--- config.mk ---
export PLATFORM = sky130hd
export DESIGN_NAME = fifo_word_packer
export DESIGN_NICKNAME = d
export VERILOG_FILES = /design/src/rtl/fifo_pack_pkg.sv /design/src/rtl/fifo_word_packer.sv
export SDC_FILE = /design/constraint.sdc
export NUM_CORES = 1
export LEC_CHECK = 0
export CORE_MARGIN = 1
export CORE_UTILIZATION = 42
export CTS_CLUSTER_DIAMETER = 80
export DETAILED_ROUTE_END_ITERATION = 8
export PLACE_DENSITY = 0.8
export SYNTH_ARGS = -nofsm -noshare
export SYNTH_HDL_FRONTEND = slang
export SYNTH_SLANG_ARGS = --single-unit
--- constraint.sdc ---
create_clock -name clk -period 1.5 [get_ports clk]
set_input_delay 0.15 -clock clk [delete_from_list [all_inputs] [get_ports clk]]
set_output_delay 0.15 -clock clk [all_outputs]
set_load 0.05 [all_outputs]
--- src/rtl/fifo_pack_pkg.sv ---
// rtl/fifo_pack_pkg.sv - shared state encoding and default geometry for the word packer
package fifo_pack_pkg;

  typedef enum logic {
    FILL = 1'b0,
    HOLD = 1'b1
  } pack_state_e;

  localparam int FBITS_DEF  = 8;
  localparam int NLANES_DEF = 4;

endpackage

--- src/rtl/fifo_word_packer.sv ---
// rtl/fifo_word_packer.sv - packs FIFO entries into NLANES-wide words, with flush of partial words
module fifo_word_packer
  import fifo_pack_pkg::*;
#(
  parameter int FBITS  = FBITS_DEF,
  parameter int NLANES = NLANES_DEF,
  localparam int LW    = $clog2(NLANES) + 1
) (
  input  logic                    clk,
  input  logic                    rst,
  input  logic                    fifo_empty,
  output logic                    fifo_rd,
  input  logic [FBITS-1:0]        fifo_data,
  input  logic                    fifo_data_valid,
  input  logic                    flush,
  output logic [FBITS*NLANES-1:0] word_out,
  output logic [LW-1:0]           word_lanes,
  output logic                    word_valid,
  input  logic                    word_ready,
  output logic                    busy
);

  localparam logic [LW-1:0] LANES_MAX = LW'(NLANES);
  localparam logic [LW:0]   LANES_CMP = (LW + 1)'(NLANES);

  pack_state_e             state_q, state_d;
  logic [LW-1:0]           lane_cnt_q, lane_cnt_d;
  logic                    inflight_q, inflight_d;
  logic                    flush_pend_q, flush_pend_d;
  logic [FBITS*NLANES-1:0] word_q, word_d;

  logic [LW:0] fill_sum;
  logic        rd_c;
  logic        data_take;

  // Reads in flight count against capacity so a full word never overflows.
  assign fill_sum  = {1'b0, lane_cnt_q} + {{LW{1'b0}}, inflight_q};
  assign rd_c      = !rst && (state_q == FILL) && !fifo_empty && !flush_pend_q
                     && (fill_sum < LANES_CMP);
  // Data is only accepted for a read this packer actually issued since reset.
  assign data_take = fifo_data_valid && inflight_q && (lane_cnt_q < LANES_MAX);

  always_comb begin
    state_d      = state_q;
    lane_cnt_d   = lane_cnt_q;
    inflight_d   = inflight_q;
    flush_pend_d = flush_pend_q;
    word_d       = word_q;
    case (state_q)
      FILL: begin
        if (rd_c) begin
          inflight_d = 1'b1;
        end else if (fifo_data_valid) begin
          inflight_d = 1'b0;
        end
        if (data_take) begin
          for (int k = 0; k < NLANES; k++) begin
            if (lane_cnt_q == LW'(k)) begin
              word_d[k*FBITS +: FBITS] = fifo_data;
            end
          end
          lane_cnt_d = lane_cnt_q + 1'b1;
        end
        if (flush && ((lane_cnt_q != '0) || inflight_q)) begin
          flush_pend_d = 1'b1;
        end
        if ((lane_cnt_d == LANES_MAX) || (flush_pend_d && !inflight_d)) begin
          state_d = HOLD;
        end
      end
      HOLD: begin
        if (word_ready) begin
          state_d      = FILL;
          lane_cnt_d   = '0;
          flush_pend_d = 1'b0;
          word_d       = '0;
        end
      end
      default: state_d = FILL;
    endcase
  end

  always_ff @(posedge clk or posedge rst) begin
    if (rst) begin
      state_q      <= FILL;
      lane_cnt_q   <= '0;
      inflight_q   <= 1'b0;
      flush_pend_q <= 1'b0;
      word_q       <= '0;
    end else begin
      state_q      <= state_d;
      lane_cnt_q   <= lane_cnt_d;
      inflight_q   <= inflight_d;
      flush_pend_q <= flush_pend_d;
      word_q       <= word_d;
    end
  end

  assign fifo_rd    = rd_c;
  assign word_valid = (state_q == HOLD);
  assign word_out   = word_q;
  assign word_lanes = (state_q == HOLD) ? lane_cnt_q : '0;
  assign busy       = (lane_cnt_q != '0) || inflight_q || flush_pend_q;

endmodule

### Yosys cells after proc, flatten, opt, wreduce, memory -nomap -nowiden

Cells that the tools add are included.

| operators by class | value |
|---|---|
| equal/unequal tests | 10 |
| reductions and logical operators | 21 |
| muxes and demuxes | 22 |
| add/subtract/negate cells | 2 |
| order comparisons | 2 |
| bitwise logic cells | 1 |

Operator list:

| operator | count |
|---|---|
| $mux W32 | 2 |
| $pmux W32 S2 | 1 |
| $mux W8 | 4 |
| $mux W3 | 4 |
| $reduce_and A3 Y1 | 4 |
| $logic_and A1 B1 Y1 | 8 |
| $mux W1 | 8 |
| $ne A2 B1 Y1 const B | 4 |
| $eq A3 B2 Y1 const B | 2 |
| $pmux W3 S2 | 1 |
| $add A3 B1 Y4 | 1 |
| $logic_not A1 Y1 | 4 |
| $lt A4 B3 Y1 const B | 1 |
| $ne A2 B2 Y1 const B | 2 |
| $pmux W1 S2 | 2 |
| $add A3 B1 Y3 const B | 1 |
| $eq A3 B1 Y1 const B | 1 |
| $eq A3 B3 Y1 const B | 1 |
| $logic_not A3 Y1 | 1 |
| $logic_or A1 B1 Y1 | 3 |
| $lt A3 B3 Y1 const B | 1 |
| $reduce_bool A3 Y1 | 1 |
| $not A1 Y1 | 1 |

| word-level totals | value |
|---|---|
| input port bits | 14 |
| register bits | 38 |
| output and inout bits | 38 |

### Logic depth before layout (Yosys ltp)

| depth | value |
|---|---|
| depth after elaboration | 12 |
| mapped depth | 6 |
| gate-level depth less buffers | 6 |

### Least setup slack after synthesis

Ideal clock, no wire load.

| path | value |
|---|---|
| kind | register -> output |
| start point | register state_q (netlist: word_valid) |
| end point | output word_lanes[1] |
| arrival time | 1628 ps |
| stages on the path, launching flop included | 3 |
| data required time | 1350 ps |
| path slack | -278 ps |
| cells stage by stage | dfrtp_1 -> inv_1 -> nor2_1 |

| on the way | value |
|---|---|
| word-level cells in the longest chain between the ends | 1 |

RTL lines:

| item | RTL line | source |
|---|---|---|
| start: declaration | fifo_word_packer.sv:26 | `pack_state_e state_q, state_d;` |
| start signal: assignment | fifo_word_packer.sv:91 | `state_q <= state_d;` |
| $mux W3 | fifo_word_packer.sv:102 | `assign word_lanes = (state_q == HOLD) ? lane_cnt_q : '0;` |
| end: declaration | fifo_word_packer.sv:17 | `output logic [LW-1:0] word_lanes,` |

Every way passes these cells.

### Worst setup path in the final report

| path | value |
|---|---|
| start point | register lane_cnt_q[1] |
| end point | register word_q[9] (netlist: word_out[9]) |

| on the way | value |
|---|---|
| word-level cells in the longest chain between the ends | 4 |
| elaborated cells on any way between the ends | 6 |

RTL lines:

| item | RTL line | source |
|---|---|---|
| start: declaration | fifo_word_packer.sv:27 | `logic [LW-1:0] lane_cnt_q, lane_cnt_d;` |
| start signal: assignment | fifo_word_packer.sv:92 | `lane_cnt_q <= lane_cnt_d;` |
| $lt A3 B3 Y1 | fifo_word_packer.sv:41 | `assign data_take = fifo_data_valid && inflight_q && (lane_cnt_q < LANES_MAX);` |
| $logic_and A1 B1 Y1 | fifo_word_packer.sv:41 |  |
| $ne A2 B2 Y1 (no line) | n/a |  |
| $reduce_and A3 Y1 (no line) (*) | n/a |  |
| end signal: assignment | fifo_word_packer.sv:95 | `word_q <= word_d;` |
| end: declaration | fifo_word_packer.sv:30 | `logic [FBITS*NLANES-1:0] word_q, word_d;` |

Every way passes the cells marked *; elsewhere a longest branch is shown, timed or not.
A chain may end at the register's enable or synchronous reset.

==> key figures <==
Status
  – Outcome: finished with violations
  – Violated checks: negative setup slack

Routing
  – Via count: 1465
  – Initial DRC Count: 102
  – Drt total wl: 4870 µm
  – Routed wire per std cell: 17.6 µm
  – Antenna-violating nets left: 0
  – Post-DR vias/cell: 5.31
  – DRC: 0
  – Router iterations before antenna repair: 4

STA
  – Post-route worst setup slack: -0.106 ns
  – Max Freq: 623 MHz
  – Measured slew at the worst slew-check pin: 0.361 ns
  – RSZ-0062 raised after global routing: yes
  – Setup Skew: 0.00681 ns
  – Final setup viols: 18
  – Final hold vios: 0
  – Relative slew slack: 0.758
  – Max-slew violations: 0
  – Setup TNS: -1.03 ns
  – Final Critical Period: 1.61 ns
  – Fin crit share: 1.07

Final layout
  – Final net count: 246
  – N_diodes: 0
  – Fin util: 0.753
  – Share of layout cells above drive strength 1: 0.526
  – Final Non-Filler Cells: 276
  – P&R area growth vs syn: 66.1%

Synth
  – YS warnings: 0
  – Ys async rst share: 1.00
  – Largest area contributor in the netlist: dfrtp_1
  – Area contributors post-synth: dfrtp_1 (56%), mux2_2 (7.9%), a22o_1 (7.2%), ha_1 (3.7%), nor2b_1 (2.9%)
  – Post-synth EDFFs: 0
  – Syn Area/Cell: 11.9 µm²
  – Post-synthesis sequential area ratio: 0.556
  – Netlist Area Pre-Place: 1710 µm²
  – Top-area cell type share of the netlist area: 0.556
  – Most common cell in the netlist: dfrtp_1
  – Syn nets: 163
  – Synth top cells by count: dfrtp_1 (38), a22o_1 (14), mux2_2 (12), nand2_1 (12)
  – #FFs+latches synth: 38
  – Top_reg_cell synth: dfrtp_1
  – Unique masters post-synth: 33
  – Cells after synthesis: 144

Floorplan
  – Io pins: 52
  – DIE AREA: 4330 µm²
  – Initial Utilization: 0.453
  – DIE WIDTH: 65.8 µm
  – Row count: 22
  – Overall die height: 65.8 µm
  – Core area: 3770 µm²

Power and ir drop
  – Lkg Pwr: 0.00138 µW
  – P per Cell Area: 2370 nW/µm²
  – Design Power: 6740 µW
  – Worst vdd ir: 1.22 mV

Worst setup path
  – Crit. End Element: register
  – Worst-path maximum fanout: 5
  – Reg2reg start: lane_cnt_q[1]
  – CP Class: register to register
  – Worst EP arrival: 1.78 ns
  – Worst r2r path cells: 5
  – Worst EP required: 1.67 ns
  – RR Endpoint: word_out[9]
  – CP Launch Type: register
  – R2R Setup Slk: -0.11 ns

Clocking
  – Clk slew on worst S/H paths: 0.07 ns
  – Clk Latency, worst-skew pair: 0.29 ns
  – Post-CTS Hold Buffers: 0
  – Sink Count: 38
  – H-tree depth: 2
  – CTS tree: done
  – Clock Tree Root: clkbuf_8
  – Clk buf depth: 2
  – TritonCTS Buffers: 5

Flow run
  – Max Cap Violations: 0

Placed design
  – HPWL after DPL: 3330 µm
  – Placer Congestion: 0.912
  – I/O Buffers: 51
  – Cell total after placement: 258

GRT
  – Vias in the first global route: 1525
  – Initial antenna violation count: 0
  – Largest net degree at the start of global routing: 39
  – Overflow after GRT: 0
  – Total GRT Usage: 0.243
  – First-pass GRT wire length: 7580 µm

Hold path
  – Hold crit path type: input port to async pin
==> registers in the layout, summed over array words and instances, names as in the netlist <==
name and count:
word_out 32, flush_pend_q 1, word_valid 1, inflight_q 1, lane_cnt_q 3
==> metrics by stage <==
stage	setup WS [ns]	hold slack [ns]	instance area, µm²
floorplan	-0.0259	0.261	1740
global placement	-0.186	0.466	2420
detailed placement	-0.269	0.483	2420
CTS	-0.0749	0.269	2770
global route	-0.162	0.282	2840
finish	-0.106	0.263	2840
==> routing by layer <==
layer	vias up	share of wire	global-route usage
met5	-	0	0
met4	0	0.014	0.0842
met3	7	0.043	0.0586
met2	50	0.51	0.403
met1	733	0.43	0.308
li1	675	-	-
==> kinds of logic after synthesis <==
logic type,after synthesis,synth area share
and+or+nand+nor,34,0.100
xor gates and xnor gates,1,0.00513
AOI/OAI and AO/OA,35,0.159
muxes,16,0.103
DFF,38,0.556
buffers and inverters,15,0.0395
adders and majority gates,5,0.0366
==> placed cells by master, fill, tap and decap left out, drive strengths merged, types with 2 or more instances in the layout <==
cell,instances
a22o,14
inv,7
bufinv,2
nor2,6
clkinvlp,2
a31oi,2
a21o,2
o21ai,9
dfrtp,38
a21oi,2
nor2b,8
nand2,12
clkdlybuf4s50,13
clkbuf,5
o21bai,2
ha,5
mux2i,3
mux2,13
buf,68
==> worst max-delay path, cell delays in order, from the launching register on <==
cell and delay, ns:
dfrtp_1 0.41, inv_2 0.08, ha_4 0.15, and4b_2 0.25, o21bai_4 0.28, mux2_4 0.33
==> layout make-up <==
| cell class | instances | area [µm²] |
|---|---|---|
| Clock buffer | 5 | 68.8 |
| Clock inverter | 3 | 68.8 |
| Fill cell | 210 | 932 |
| Inverter | 9 | 41.3 |
| Multi-Input combinational cell | 92 | 872 |
| Sequential cell | 38 | 953 |
| Tap cell | 48 | 60.1 |
| Timing Repair Buffer | 81 | 774 |
==> power by group <==
group / internal, µW / switching (µW)
sequential: 1380 / 288
clock: 666 / 363
combinational: 1700 / 2350
==> repair_timing <==
item,4_1_cts,5_1_grt
resized for setup,37,15
pin swaps,6,1
gates cloned,1,0
setup endpoints to repair,31,36
buffers inserted,7,3
==> how the worst max path moves through the flow <==
stage	slack (ns)	start	to	depth (start not counted)
final	-0.11	lane_cnt_q[1]	word_out[9]	5
after detailed placement	-0.27	lane_cnt_q[0]	word_valid	5
after global placement	-0.19	fifo_data_valid	word_out[18]	4
after CTS	-0.07	lane_cnt_q[1]	word_out[9]	5
after floorplan	-0.03	word_valid	word_out[16]	3
after global routing	-0.16	lane_cnt_q[1]	word_valid	6
(Power assumes the default switching activity.)
